**config.mk**
```make
export PLATFORM = sky130hd
export DESIGN_NAME = counter_cmd_gen
export DESIGN_NICKNAME = d
export VERILOG_FILES = /design/src/rtl/counter_cmd_gen.sv
export SDC_FILE = /design/constraint.sdc
export NUM_CORES = 1
export LEC_CHECK = 0
export CORE_MARGIN = 2
export CORE_UTILIZATION = 25
export DETAILED_ROUTE_END_ITERATION = 16
export PLACE_DENSITY_LB_ADDON = 0.08
export SYNTH_ARGS = -nofsm -noshare
export SYNTH_HDL_FRONTEND = slang
export SYNTH_SLANG_ARGS = --single-unit
export TNS_END_PERCENT = 1
```
**constraint.sdc**
```tcl
create_clock -name clk -period 3 [get_ports clk]
set_input_delay 0.3 -clock clk [delete_from_list [all_inputs] [get_ports clk]]
set_output_delay 0.3 -clock clk [all_outputs]
set_load 0.03 [all_outputs]
```
**src/rtl/counter_cmd_gen.sv**
```systemverilog
// Command front end for the 4-bit up/down counter: debounced step buttons with
// hold-to-repeat, and a handshaked limit load that never overlaps a step.
module counter_cmd_gen #(
  parameter int         DEB_CYCLES    = 4,
  parameter int         REPEAT_CYCLES = 8,
  parameter logic [3:0] INIT_MAX      = 4'hF
) (
  input  logic       clk,
  input  logic       reset_n,
  input  logic       btn_inc_raw,
  input  logic       btn_dec_raw,
  input  logic       cfg_valid,
  input  logic [3:0] cfg_data,
  output logic       cfg_ready,
  output logic [3:0] count_to,
  output logic       count_inc,
  output logic       count_dec,
  output logic       load_en
);

  localparam logic [1:0] ST_INIT   = 2'd0;
  localparam logic [1:0] ST_IDLE   = 2'd1;
  localparam logic [1:0] ST_LOAD   = 2'd2;
  localparam logic [1:0] ST_SETTLE = 2'd3;

  localparam logic [3:0] DEB_LAST = 4'(DEB_CYCLES - 1);
  localparam logic [7:0] REP_LAST = 8'(REPEAT_CYCLES - 1);
  localparam bit         REP_EN   = (REPEAT_CYCLES != 0);

  // Bit 0 is the increment button, bit 1 the decrement button.
  logic [1:0]      sync_q, s, db, db_q;
  logic [1:0][3:0] deb_cnt;
  logic [7:0]      rep_cnt;
  logic [1:0]      rise;
  logic            only_inc, only_dec, rep_run, rep_hit, fire_inc, fire_dec;

  logic [1:0] state, state_nxt;
  logic [3:0] count_to_nxt;
  logic       load_nxt, ready_nxt, idle_nxt;

  // NOTE: flops use non-blocking assignments so every one samples pre-edge values.
  always_ff @(posedge clk or negedge reset_n) begin
    if (!reset_n) begin
      sync_q  <= '0;
      s       <= '0;
      db      <= '0;
      db_q    <= '0;
      deb_cnt <= '0;
    end else begin
      sync_q <= {btn_dec_raw, btn_inc_raw};
      s      <= sync_q;
      db_q   <= db;
      for (int i = 0; i < 2; i++) begin
        if (s[i] != db[i]) begin
          if (deb_cnt[i] == DEB_LAST) begin
            db[i]      <= s[i];
            deb_cnt[i] <= 4'd0;
          end else begin
            deb_cnt[i] <= deb_cnt[i] + 4'd1;
          end
        end else begin
          deb_cnt[i] <= 4'd0;
        end
      end
    end
  end

  always_comb begin
    rise     = db & ~db_q;
    only_inc = db[0] & ~db[1];
    only_dec = db[1] & ~db[0];
    rep_run  = REP_EN && (only_inc || only_dec);
    rep_hit  = REP_EN && (rep_cnt == REP_LAST);
    fire_inc = only_inc & (rise[0] | rep_hit);
    fire_dec = only_dec & (rise[1] | rep_hit);
  end

  // The schedule restarts on every candidate pulse, even one the FSM drops.
  always_ff @(posedge clk or negedge reset_n) begin
    if (!reset_n) begin
      rep_cnt <= 8'd0;
    end else if (rep_run && !(fire_inc || fire_dec)) begin
      rep_cnt <= rep_cnt + 8'd1;
    end else begin
      rep_cnt <= 8'd0;
    end
  end

  // NOTE: every always_comb output gets a default first, so no path infers a latch.
  always_comb begin
    state_nxt    = state;
    count_to_nxt = count_to;
    ready_nxt    = cfg_ready;
    load_nxt     = 1'b0;
    case (state)
      ST_INIT: begin
        count_to_nxt = INIT_MAX;
        load_nxt     = 1'b1;
        state_nxt    = ST_LOAD;
      end
      ST_IDLE: begin
        ready_nxt = 1'b1;
        if (cfg_valid && cfg_ready) begin
          count_to_nxt = cfg_data;
          ready_nxt    = 1'b0;
          state_nxt    = ST_LOAD;
        end
      end
      // A handshake-driven load gives count_to one setup cycle before the strobe.
      ST_LOAD: begin
        if (!load_en) begin
          load_nxt = 1'b1;
        end else begin
          state_nxt = ST_SETTLE;
        end
      end
      ST_SETTLE: begin
        ready_nxt = 1'b1;
        state_nxt = ST_IDLE;
      end
      default: state_nxt = ST_INIT;
    endcase
    idle_nxt = (state_nxt == ST_IDLE);
  end

  always_ff @(posedge clk or negedge reset_n) begin
    if (!reset_n) begin
      state     <= ST_INIT;
      count_to  <= 4'd0;
      cfg_ready <= 1'b0;
      load_en   <= 1'b0;
      count_inc <= 1'b0;
      count_dec <= 1'b0;
    end else begin
      state     <= state_nxt;
      count_to  <= count_to_nxt;
      cfg_ready <= ready_nxt;
      load_en   <= load_nxt;
      count_inc <= fire_inc & idle_nxt;
      count_dec <= fire_dec & idle_nxt;
    end
  end

endmodule

```
# Yosys cells after proc, flatten, opt, wreduce, memory -nomap -nowiden
# Cells that the tools add are included.
totals:
  romBits: 0
  inputBits: 9
  n_memories: 0
  latchBits: 0
  ram_bits: 0
  reg_bits: 34
op_classes:
  shifts: 0
  reduce_logical: 11
  eq_ne: 10
  div_mod_pow: 0
  bitwise_logic: 12
  n_addsub: 3
  magnitude_cmp: 0
  mux: 14
  mul: 0
op_table:
  columns: ["cell", "n"]
  rows:
  - ["4-bit 2-to-1 mux", 5]
  - ["4-bit by 1-bit adder with 4-bit output (second input constant)", 2]
  - ["8-bit by 1-bit adder with 8-bit output (second input constant)", 1]
  - ["4-bit by 2-bit equality test with 1-bit output (second input constant)", 2]
  - ["8-bit by 3-bit equality test with 1-bit output (second input constant)", 1]
  - ["8-bit 2-to-1 mux", 1]
  - ["2-bit one-hot mux with 4 select lines", 1]
  - ["4-bit one-hot mux with 2 select lines", 1]
  - ["1-bit AND", 6]
  - ["2-bit AND reduction", 3]
  - ["2-bit by 1-bit equality test with 1-bit output (second input constant)", 2]
  - ["2-bit equality test (second input constant)", 2]
  - ["2-bit 2-to-1 mux", 2]
  - ["1-bit one-hot mux with 2 select lines", 2]
  - ["2-bit nonzero test", 2]
  - ["2-bit AND", 1]
  - ["1-bit logical AND", 2]
  - ["2-bit zero test", 1]
  - ["1-bit logical OR", 2]
  - ["1-bit 2-to-1 mux", 2]
  - ["1-bit != test", 2]
  - ["2-bit != test (second input constant)", 1]
  - ["1-bit inverter", 2]
  - ["2-bit inverter", 1]
  - ["other kinds (2)", 3]

# Depth between registers and ports, before layout
# Gate-level depths: netlist of the first run.
depth:
  word_depth: 8
  mapped_depth: 5
  depth_no_buf: 5

# Worst setup path after synthesis of the first run
# No wires, ideal clock.
synth_timing:
  path_kind: "reg2reg"
  start: "register rep_cnt[0]"
  end: "register rep_cnt[5]"
  path_stages_with_launch: 5
  arrival_time_ns: 1.303
  path_buffers: 0
  t_required_ns: 2.845
  setup_slack_ns: 1.542
  path_cell_list: "dfrtp_1 -> ha_1 -> nand4bb_2 -> o31ai_4 -> a221oi_1"
synth_via:
  elab_chain_cells: 7
  elab_cells_between_ends: 10
  cone_classes: "1 x add/sub; 1 x eq/ne; 1 x mux; 4 x bitwise; 3 x reduce/logical"
synth_rtl:
  columns: ["item", "line_no", "source"]
  rows:
  - ["start: declaration", "33", "logic [7:0] rep_cnt;"]
  - ["start signal: assignment", "83", "rep_cnt <= rep_cnt + 8'd1;"]
  - ["8-bit by 3-bit equality test with 1-bit output", "73", "rep_hit = REP_EN && (rep_cnt == REP_LAST);"]
  - ["1-bit bitwise OR (on tied branches)", "74, 75", null]
  - ["1-bit AND (on tied branches)", "74, 75", null]
  - ["1-bit logical OR", "82", "end else if (rep_run && !(fire_inc || fire_dec)) begin"]
  - ["1-bit zero test", "82", null]
  - ["1-bit logical AND", "82", null]
  - ["8-bit 2-to-1 mux *", "82", null]
# Every way passes the cells marked *; elsewhere a longest branch is shown, timed or not.
# A chain may end at the register's enable or synchronous reset.

# Worst setup path in the final report of the first run
# Same ends and word-level chain as after synthesis.

==> run metrics, run 1 <==
#FFs+latches synth=34; post_cts resized=0; FF-to-FF setup slack=1.31 ns; Die W=80.2 µm; Initial DRC Count=63; Setup Viol. Count Final=0; fin crit share=56.2%; max_slew headroom=53.4%; Avg Vias per Cell=4.40; GRT Total Usage=10.1%; minimum clock period=1.69 ns; Critical Path Source Type=flip-flop; antenna violations before repair=0; global-route wire length before repair=4960 µm; area leader, netlist=dfrtp_1; layout cells sized above 1=10.4%; Async SR Flop Fraction=100%; largest net degree at the start of global routing=35; Post-Syn Area=1450 µm²; Slew Viols, Final=0; synth top area cells=dfrtp_1 59%, ha_1 4.3%, a211oi_1 3.1%; reg2reg path depth=4; count leader, synth=dfrtp_1; Unique masters post-synth=29; Ports=17; Clock power frac=31.0%; FF-to-FF End=rep_cnt[5]; Seq/Total Area, Yosys=58.6%; clk slew on worst S/H paths=0.07 ns; setup TNS=0 ns; routed vias=951; area post-placement=1710 µm²; hold depth=0; drt pass-1 iters=4; HP Class=flip-flop to flip-flop; nets@finish=157; Max Clock Freq=0.593 GHz; Final Cell Area=1850 µm²; Hold EP=s[1]; Num CTS Buffers=5; top-area cell type share of the netlist area=58.6%; Post-CTS Setup Bufs=0; cts hold-fix bufs=0; # rows=27; vias in the first global route=1051; ys flop type=dfrtp_1; fillers=560; Root Driver=clkbuf_8; Required @ worst endpoint=3.12 ns; Area growth syn-to-layout=27.6%; latest clock arrival within the worst-skew pair=0.28 ns; Core Box Area=5570 µm²; Max Cap Viol=0; crit path DAT=1.80 ns; Power Internal=1.13 mW; CTS Sinks=34; part of the power in registers=39.7%; # diodes=0; H-tree levels=2; Syn Inst Count=119; WL final=2700 µm; CTS tree=done; GR Overflow Total=0; IO buf count=16; crit path max fanout=8; PwrDens=904 nW/µm²; CP Capture Type=flip-flop; Place WS=1.26 ns; maximum VDD drop=0.287 mV; HP Start=sync_q[1]; Die Span Y=80.2 µm; fin util=33.2%; post-route ant nets=0; Die Area=6440 µm²; setup ws final=1.31 ns; unrepaired setup endpoints after global routing=false; Max clock buf depth=2; Initial Util=26.1%; EDFF count, synth=0; Post-route DRC=0; synthesized area per cell=12.2 µm²; gpl congestion=0.714; DP HPWL=1860 µm; syn_nets=133; clock skew=0.00715 ns; CP Class=flip-flop to flip-flop; Leak Pwr=0.738 nW; status=complete, no violations; final hold violations=0; Least-Margin Pin Slew=0.698 ns; Synth warnings=0; switching share of power=32.7%; Critical R2R Launch=rep_cnt[0]; Post-synth top cells=34 x dfrtp_1, 7 x a21oi_1, 7 x nor2b_1; Logic pwr share=29.3%; Net Switching=0.548 mW; Routed WL per cell=12.5 µm
==> layout by cell type (no fill, tap or decap), types with 3 or more instances in the layout <==
cell	instances
xor2_1	4
a211oi_1	6
xnor2_1	3
clkdlybuf4s50_1	16
nand3b_1	3
nor2b_1	7
nand2_1	5
nand2b_1	3
or3_1	3
o21ai_0	6
inv_1	6
clkbuf_8	6
dfrtp_1	34
nor3b_1	3
a21oi_1	7
ha_1	5
nand3_1	4
o22ai_1	4
==> flip-flops by register name, summed over array words and instances, names as in the netlist <==
signal     flops
state          2
cfg_ready      1
db_q           2
count_inc      1
rep_cnt        8
db             2
deb_cnt        8
count_dec      1
sync_q         2
s              2
count_to       4
load_en        1
==> through the flow <==
step / hold WS, ns / instances / power [mW]
finish: 0.352 / 216 / 1.68
global route: 0.358 / 216 / 1.80
CTS: 0.354 / 216 / 1.71
detailed placement: 0.338 / 208 / 1.18
global placement: 0.332 / 208 / 1.16
floorplan: 0.00441 / 119 / 0.992
==> how the worst max path moves through the flow <==
stage,from,endpoint
floorplan,rep_cnt[0],rep_cnt[5]
global placement,rep_cnt[0],rep_cnt[6]
detailed placement,db[0],rep_cnt[6]
CTS,db[0],rep_cnt[5]
global route,rep_cnt[0],rep_cnt[6]
finish,rep_cnt[0],rep_cnt[5]
==> cell families (layout without fill, tap and decap cells) <==
family          Yosys count  count (layout)  synth area share (%)
fa+ha+maj                 5               5                  4.31
xor+xnor                  7               7                  4.22
compound gates           29              29                  14.9
buf+inv                   6              31                  1.55
flops                    34              34                  58.6
simple gates             38              38                  16.5
==> final cells by class <==
| cell class | instances | area, µm² | share of cell area [%] |
|---|---|---|---|
| clock inverter | 2 | 60.1 | 3.24 |
| multi-input combinational | 79 | 579 | 31.3 |
| inverter | 6 | 22.5 | 1.22 |
| clock buffer | 6 | 82.6 | 4.46 |
| sequential | 34 | 851 | 45.9 |
| timing repair buffer | 17 | 168 | 9.05 |
| tap | 72 | 90.1 | 4.86 |
==> routing by layer <==
metal / vias to the layer above / share of wire (%) / track usage (%)
li1: 472 / - / -
met1: 459 / 48 / 12.0
met2: 18 / 47 / 16.4
met3: 2 / 4.7 / 4.16
met4: 0 / 0.56 / 3.56
met5: - / 0 / 0
==> worst max-delay path, stage by stage (launching register included) <==
cell and delay [ns]:
dfrtp_1 0.38, ha_1 0.26, nand4bb_2 0.23, o31ai_4 0.47
a221oi_1 0.18
==> power groups by stage <==
stage	Sequential (mW)	Combinational (mW)	Clock, mW
floorplan	0.724	0.267	0
global placement	0.673	0.492	0
detailed placement	0.676	0.504	0
CTS	0.667	0.504	0.540
global route	0.686	0.553	0.563
finish	0.665	0.491	0.519
Note: power is estimated with default switching activity, not from simulation.
==> inputs of run 2 (changes only) <==
==> constraint.sdc (replaced) <==
create_clock -name clk -period 1.47 [get_ports clk]
set_input_delay 0.147 -clock clk [delete_from_list [all_inputs] [get_ports clk]]
set_output_delay 0.147 -clock clk [all_outputs]
set_load 0.03 [all_outputs]
==> run metrics, run 2 (synthesis gave the netlist of run 1 again) <==
minimum clock period=1.42 ns; Num CTS Buffers=5 (unchanged); WL final=2790 µm (was 2700 µm); Place WS=-0.0886 ns (was 1.26 ns); Ports=17 (unchanged); global-route wire length before repair=4980 µm (was 4960 µm); nets@finish=171 (was 157); maximum VDD drop=0.598 mV (was 0.287 mV); antenna violations before repair=0 (unchanged); worst hold slack=0.221 ns (was 0.352 ns); CP max stage cell=clkdlybuf4s50_1 (was o31ai_4); CP Class=flip-flop to output port (was flip-flop to flip-flop); Root Driver=clkbuf_8 (unchanged); Initial Util=26.1% (unchanged); worst path cell trace=clkdlybuf4s50_1 (was ha_1 > nand4bb_2 > o31ai_4 > a221oi_1); clock skew=0.00941 ns (was 0.00715 ns); Die Area=6440 µm² (unchanged); max_slew headroom=69.9% (was 53.4%); clk slew on worst S/H paths=0.07 ns (about the same); CP Capture Type=output port (was flip-flop); crit path max fanout=1 (was 8); Die Span Y=80.2 µm (unchanged); reg2reg path depth=5 (was 4); CTS Sinks=34 (unchanged); vias in the first global route=1087 (was 1051); fin util=35.4% (was 33.2%); commonest non-fill, non-tap cell in the layout=dfrtp_1 (unchanged); Final Cell Area=1970 µm² (was 1850 µm²); Routed WL per cell=12.1 µm (was 12.5 µm); drt pass-1 iters=2 (was 4); largest net degree at the start of global routing=35 (unchanged); fin crit share=96.6%; final hold violations=0 (unchanged); latest clock arrival within the worst-skew pair=0.29 ns (was 0.28 ns); Setup Viol. Count Final=0 (unchanged); CTS tree=done (unchanged); setup ws final=0.0494 ns (was 1.31 ns); FF-to-FF End=rep_cnt[6] (was rep_cnt[5]); Max Cap Viol=0 (unchanged); crit path DAT=1.27 ns (was 1.80 ns); Post-route DRC=0 (unchanged); Max Clock Freq=0.704 GHz; Max clock buf depth=2 (unchanged); # rows=27 (unchanged); GR Overflow Total=0 (unchanged); layout cells sized above 1=20.9% (was 10.4%); area post-placement=1810 µm² (was 1710 µm²); Area growth syn-to-layout=35.7% (was 27.6%); Largest regs=deb_cnt x8, rep_cnt x8, count_to x4 (unchanged); setup TNS=0 ns (unchanged); cts hold-fix bufs=0 (unchanged); # diodes=0 (unchanged); routed vias=1026 (was 951); IO buf count=16 (unchanged); critical path's largest stage delay=0.66 ns (was 0.47 ns); CP Buf/Inv Count=1 (was 0); status=complete, no violations (unchanged); gpl congestion=0.743 (was 0.714); Slew Viols, Final=0 (unchanged); Least-Margin Pin Slew=0.452 ns (was 0.698 ns); H-tree levels=2 (unchanged); Critical R2R Launch=rep_cnt[0] (unchanged); GRT Total Usage=10.1% (about the same); Critical Path Source Type=flip-flop (unchanged); unrepaired setup endpoints after global routing=true (was false); DP HPWL=1970 µm (was 1860 µm); most frequent cells in the layout=34 x dfrtp_1, 13 x buf_4, 9 x clkdlybuf4s50_1, 7 x a21oi_1, 7 x nor2b_1 (was 34 x dfrtp_1, 16 x clkdlybuf4s50_1, 7 x a21oi_1, 7 x nor2b_1); Leak Pwr=0.814 nW (was 0.738 nW); Initial DRC Count=52 (was 63); Avg Vias per Cell=4.46 (was 4.40); Core Box Area=5570 µm² (unchanged); HP Class=input pin to async pin (was flip-flop to flip-flop); Required @ worst endpoint=1.32 ns (was 3.12 ns); Die W=80.2 µm (unchanged); PwrDens=1650 nW/µm² (was 904 nW/µm²); FF-to-FF setup slack=0.06 ns (was 1.31 ns); cell family with most CP delay=buffers and inverters (was compound AO/OA/AOI/OAI gates); post-route ant nets=0 (unchanged)
-- run 2: cell count changes in the layout (fill, tap and decap cells not counted), sizes merged --
cell | previous run | this run
dlygate4sd2 | 0 | 6
bufinv | 2 | 0
clkinv | 0 | 1
clkinvlp | 0 | 1
clkdlybuf4s50 | 16 | 9
buf | 1 | 15
dlymetal6s2s | 0 | 1
-- run 2: report_power, final --
group | total [mW] | switching (mW) | internal [mW]
logic | 1.19 | 0.658 | 0.533
clock network | 0.723 | 0.347 | 0.376
registers | 1.35 | 0.185 | 1.16
-- run 2: what timing repair did --
action / 4_1_cts / 5_1_grt
buffers inserted: 0 / 2
setup endpoints to repair: 15 / 10
resized for setup: 7 / 6
pin swaps: 1 / 1
-- run 2: metal layers --
| layer | vias up | global-route usage (%) | wire (µm) |
|---|---|---|---|
| met2 | 17 | 16.6 | 1310 |
| met1 | 498 | 12.1 | 1310 |
| met3 | 6 | 3.48 | 120 |
| met5 | - | 0 | 0 |
| met4 | 0 | 4.07 | 47 |
| li1 | 505 | - | - |
-- run 2: worst max-delay path by stage --
stage | slack (ns) | cells past startpoint | startpoint | to
after floorplan | 0.01 | 4 | rep_cnt[0] | rep_cnt[5]
after global placement | -0.03 | 5 | db[0] | rep_cnt[6]
after detailed placement | -0.09 | 5 | db[0] | rep_cnt[6]
after CTS | -0.04 | 5 | rep_cnt[1] | rep_cnt[5]
after global routing | -0.03 | 5 | rep_cnt[0] | rep_cnt[6]
final | 0.05 | 1 | count_inc | count_inc
-- run 2: stage by stage --
| stage | total power [mW] | std cells |
|---|---|---|
| 2_1_floorplan | 2.02 | 119 |
| 3_3_place_gp | 2.48 | 220 |
| 3_5_place_dp | 2.51 | 220 |
| 4_1_cts | 3.21 | 228 |
| 5_1_grt | 3.52 | 230 |
| 6_report | 3.26 | 230 |
-- run 2: cell type report --
| cell class | count | area [µm²] |
|---|---|---|
| inverter | 6 | 22.5 |
| clock buffer | 6 | 82.6 |
| fill | 565 | 3600 |
| multi-input combinational | 79 | 619 |
| tap | 72 | 90.1 |
| sequential | 34 | 851 |
| timing repair buffer | 31 | 293 |
| clock inverter | 2 | 12.5 |
==> inputs of run 3 (changes only) <==
--- a/config.mk
+++ b/config.mk
@@ -5,7 +5,7 @@
 export SDC_FILE = /design/constraint.sdc
 export NUM_CORES = 1
 export LEC_CHECK = 0
-export CORE_MARGIN = 2
+export CORE_MARGIN = 10
 export CORE_UTILIZATION = 25
 export DETAILED_ROUTE_END_ITERATION = 16
 export PLACE_DENSITY_LB_ADDON = 0.08
==> run metrics, run 3 (synthesis gave the netlist of run 1 again) <==
Max Clock Freq=0.697 GHz (was 0.704 GHz); fin crit share=97.5% (was 96.6%); Final Cell Area=1950 µm² (was 1970 µm²); maximum VDD drop=0.635 mV (was 0.598 mV); crit path max fanout=8 (was 1); status=complete, no violations (unchanged); Die W=96.2 µm (was 80.2 µm); Die Area=9260 µm² (was 6440 µm²); Root Driver=clkbuf_8 (unchanged); CP Class=flip-flop to flip-flop (was flip-flop to output port); largest net degree at the start of global routing=35 (unchanged); Least-Margin Pin Slew=0.410 ns (was 0.452 ns); final hold violations=0 (unchanged); clock skew=0.00911 ns (was 0.00941 ns); layout cells sized above 1=19.2% (was 20.9%); GRT Total Usage=6.80% (was 10.1%); # rows=27 (unchanged); Required @ worst endpoint=1.61 ns (was 1.32 ns); Largest regs=deb_cnt x8, rep_cnt x8, count_to x4 (unchanged); global-route wire length before repair=4930 µm (was 4980 µm); unrepaired setup endpoints after global routing=true (unchanged); routed vias=1016 (was 1026); setup ws final=0.0362 ns (was 0.0494 ns); FF-to-FF End=rep_cnt[6] (unchanged); fillers=551 (was 565); FF-to-FF setup slack=0.04 ns (was 0.06 ns); IO buf count=16 (unchanged); WL final=2840 µm (was 2790 µm); Critical Path Source Type=flip-flop (unchanged); Max Cap Viol=0 (unchanged); Critical R2R Launch=rep_cnt[5] (was rep_cnt[0]); M1 GR Usage=8.32% (was 12.1%); area occupied by multi-input gates=591 µm² (was 619 µm²); M3 GR Usage=3.11% (was 3.48%); Initial DRC Count=42 (was 52); Max clock buf depth=2 (unchanged); worst hold slack=0.232 ns (was 0.221 ns); CP Capture Type=flip-flop (was output port); Num CTS Buffers=5 (unchanged); Setup Viol. Count Final=0 (unchanged); Die Span Y=96.2 µm (was 80.2 µm); antenna violations before repair=0 (unchanged); Core Box Area=5570 µm² (unchanged); Initial Util=26.1% (unchanged); commonest non-fill, non-tap cell in the layout=dfrtp_1 (unchanged); post-route ant nets=0 (unchanged); PwrDens=1720 nW/µm² (was 1650 nW/µm²); clk slew on worst S/H paths=0.07 ns (about the same); area post-placement=1810 µm² (about the same); Area growth syn-to-layout=34.5% (was 35.7%); origin of the worst setup path=rep_cnt[5] (was count_inc); max_slew headroom=72.7% (was 69.9%); DP HPWL=2050 µm (was 1970 µm); H-tree levels=2 (unchanged); Post-route DRC=0 (unchanged); GR peak layer=met2 (unchanged); latest clock arrival within the worst-skew pair=0.28 ns (was 0.29 ns); GR Overflow Total=0 (unchanged); CTS tree=done (unchanged); met2 Usage GRT=10.4% (was 16.6%); fin util=35.0% (was 35.4%); drt pass-1 iters=6 (was 2); Avg Vias per Cell=4.46 (about the same); vias in the first global route=1032 (was 1087); most frequent cells in the layout=34 x dfrtp_1, 11 x buf_4, 10 x clkdlybuf4s50_1, 7 x a21oi_1, 7 x nor2b_1 (was 34 x dfrtp_1, 13 x buf_4, 9 x clkdlybuf4s50_1, 7 x a21oi_1, 7 x nor2b_1); CTS Sinks=34 (unchanged); Slew Viols, Final=0 (unchanged); reg2reg path depth=4 (was 5); # diodes=0 (unchanged); Routed WL per cell=12.5 µm (was 12.1 µm); nets@finish=170 (was 171); HP Class=input pin to async pin (unchanged); register area=851 µm² (unchanged); crit path DAT=1.58 ns (was 1.27 ns); gpl congestion=0.728 (was 0.743); minimum clock period=1.43 ns (was 1.42 ns); Leak Pwr=0.801 nW (was 0.814 nW); Ports=17 (unchanged); Place WS=-0.0795 ns (was -0.0886 ns)
run 3: repair_timing:
item                       in CTS  in global routing
setup endpoints to repair      14                  6
pin swaps                       1                  1
buffers inserted                1                  1
hold buffers                    0                  0
resized for setup               7                  3
run 3: how the worst max path moves through the flow:
stage	end	slack [ns]
3_3_place_gp	rep_cnt[6]	-0.02
2_1_floorplan	rep_cnt[5]	0.01
4_1_cts	rep_cnt[6]	0.01
3_5_place_dp	rep_cnt[6]	-0.08
6_report	rep_cnt[6]	0.04
5_1_grt	rep_cnt[6]	-0.03
run 3: cell type report:
cell class                      count  share of cell area (%)
Sequential cell                    34                    43.6
Multi-Input combinational cell     79                    30.2
Timing Repair Buffer               30                    14.7
Tap cell                           72                    4.61
Clock buffer                        6                    4.23
Clock inverter                      1                    1.54
Inverter                            6                    1.15
run 3: critical path: stages (launching register included):
cell	delay, ns
dfrtp_1	0.39
or3_4	0.44
o31ai_4	0.23
buf_6	0.16
a221oi_1	0.08
run 3: metal layers:
metal | routed length, µm | vias to the layer above | part of all wire (%)
li1 | - | 505 | -
met1 | 1320 | 486 | 46
met3 | 204 | 5 | 7.2
met2 | 1280 | 20 | 45
met4 | 40 | 0 | 1.4
met5 | 0 | - | 0
run 3: through the flow:
stage	cells	TNS, ns	total power [mW]
5_1_grt	228	-0.0302	3.60
4_1_cts	227	0	3.35
6_report	228	0	3.36
3_3_place_gp	219	-0.0597	2.47
2_1_floorplan	119	0	2.02
3_5_place_dp	219	-0.403	2.49
run 3: report_power, final:
part	switching [mW]	internal [mW]	total, mW
logic	0.647	0.518	1.16
registers	0.176	1.16	1.34
clock network	0.319	0.542	0.861
total	1.14	2.22	3.36
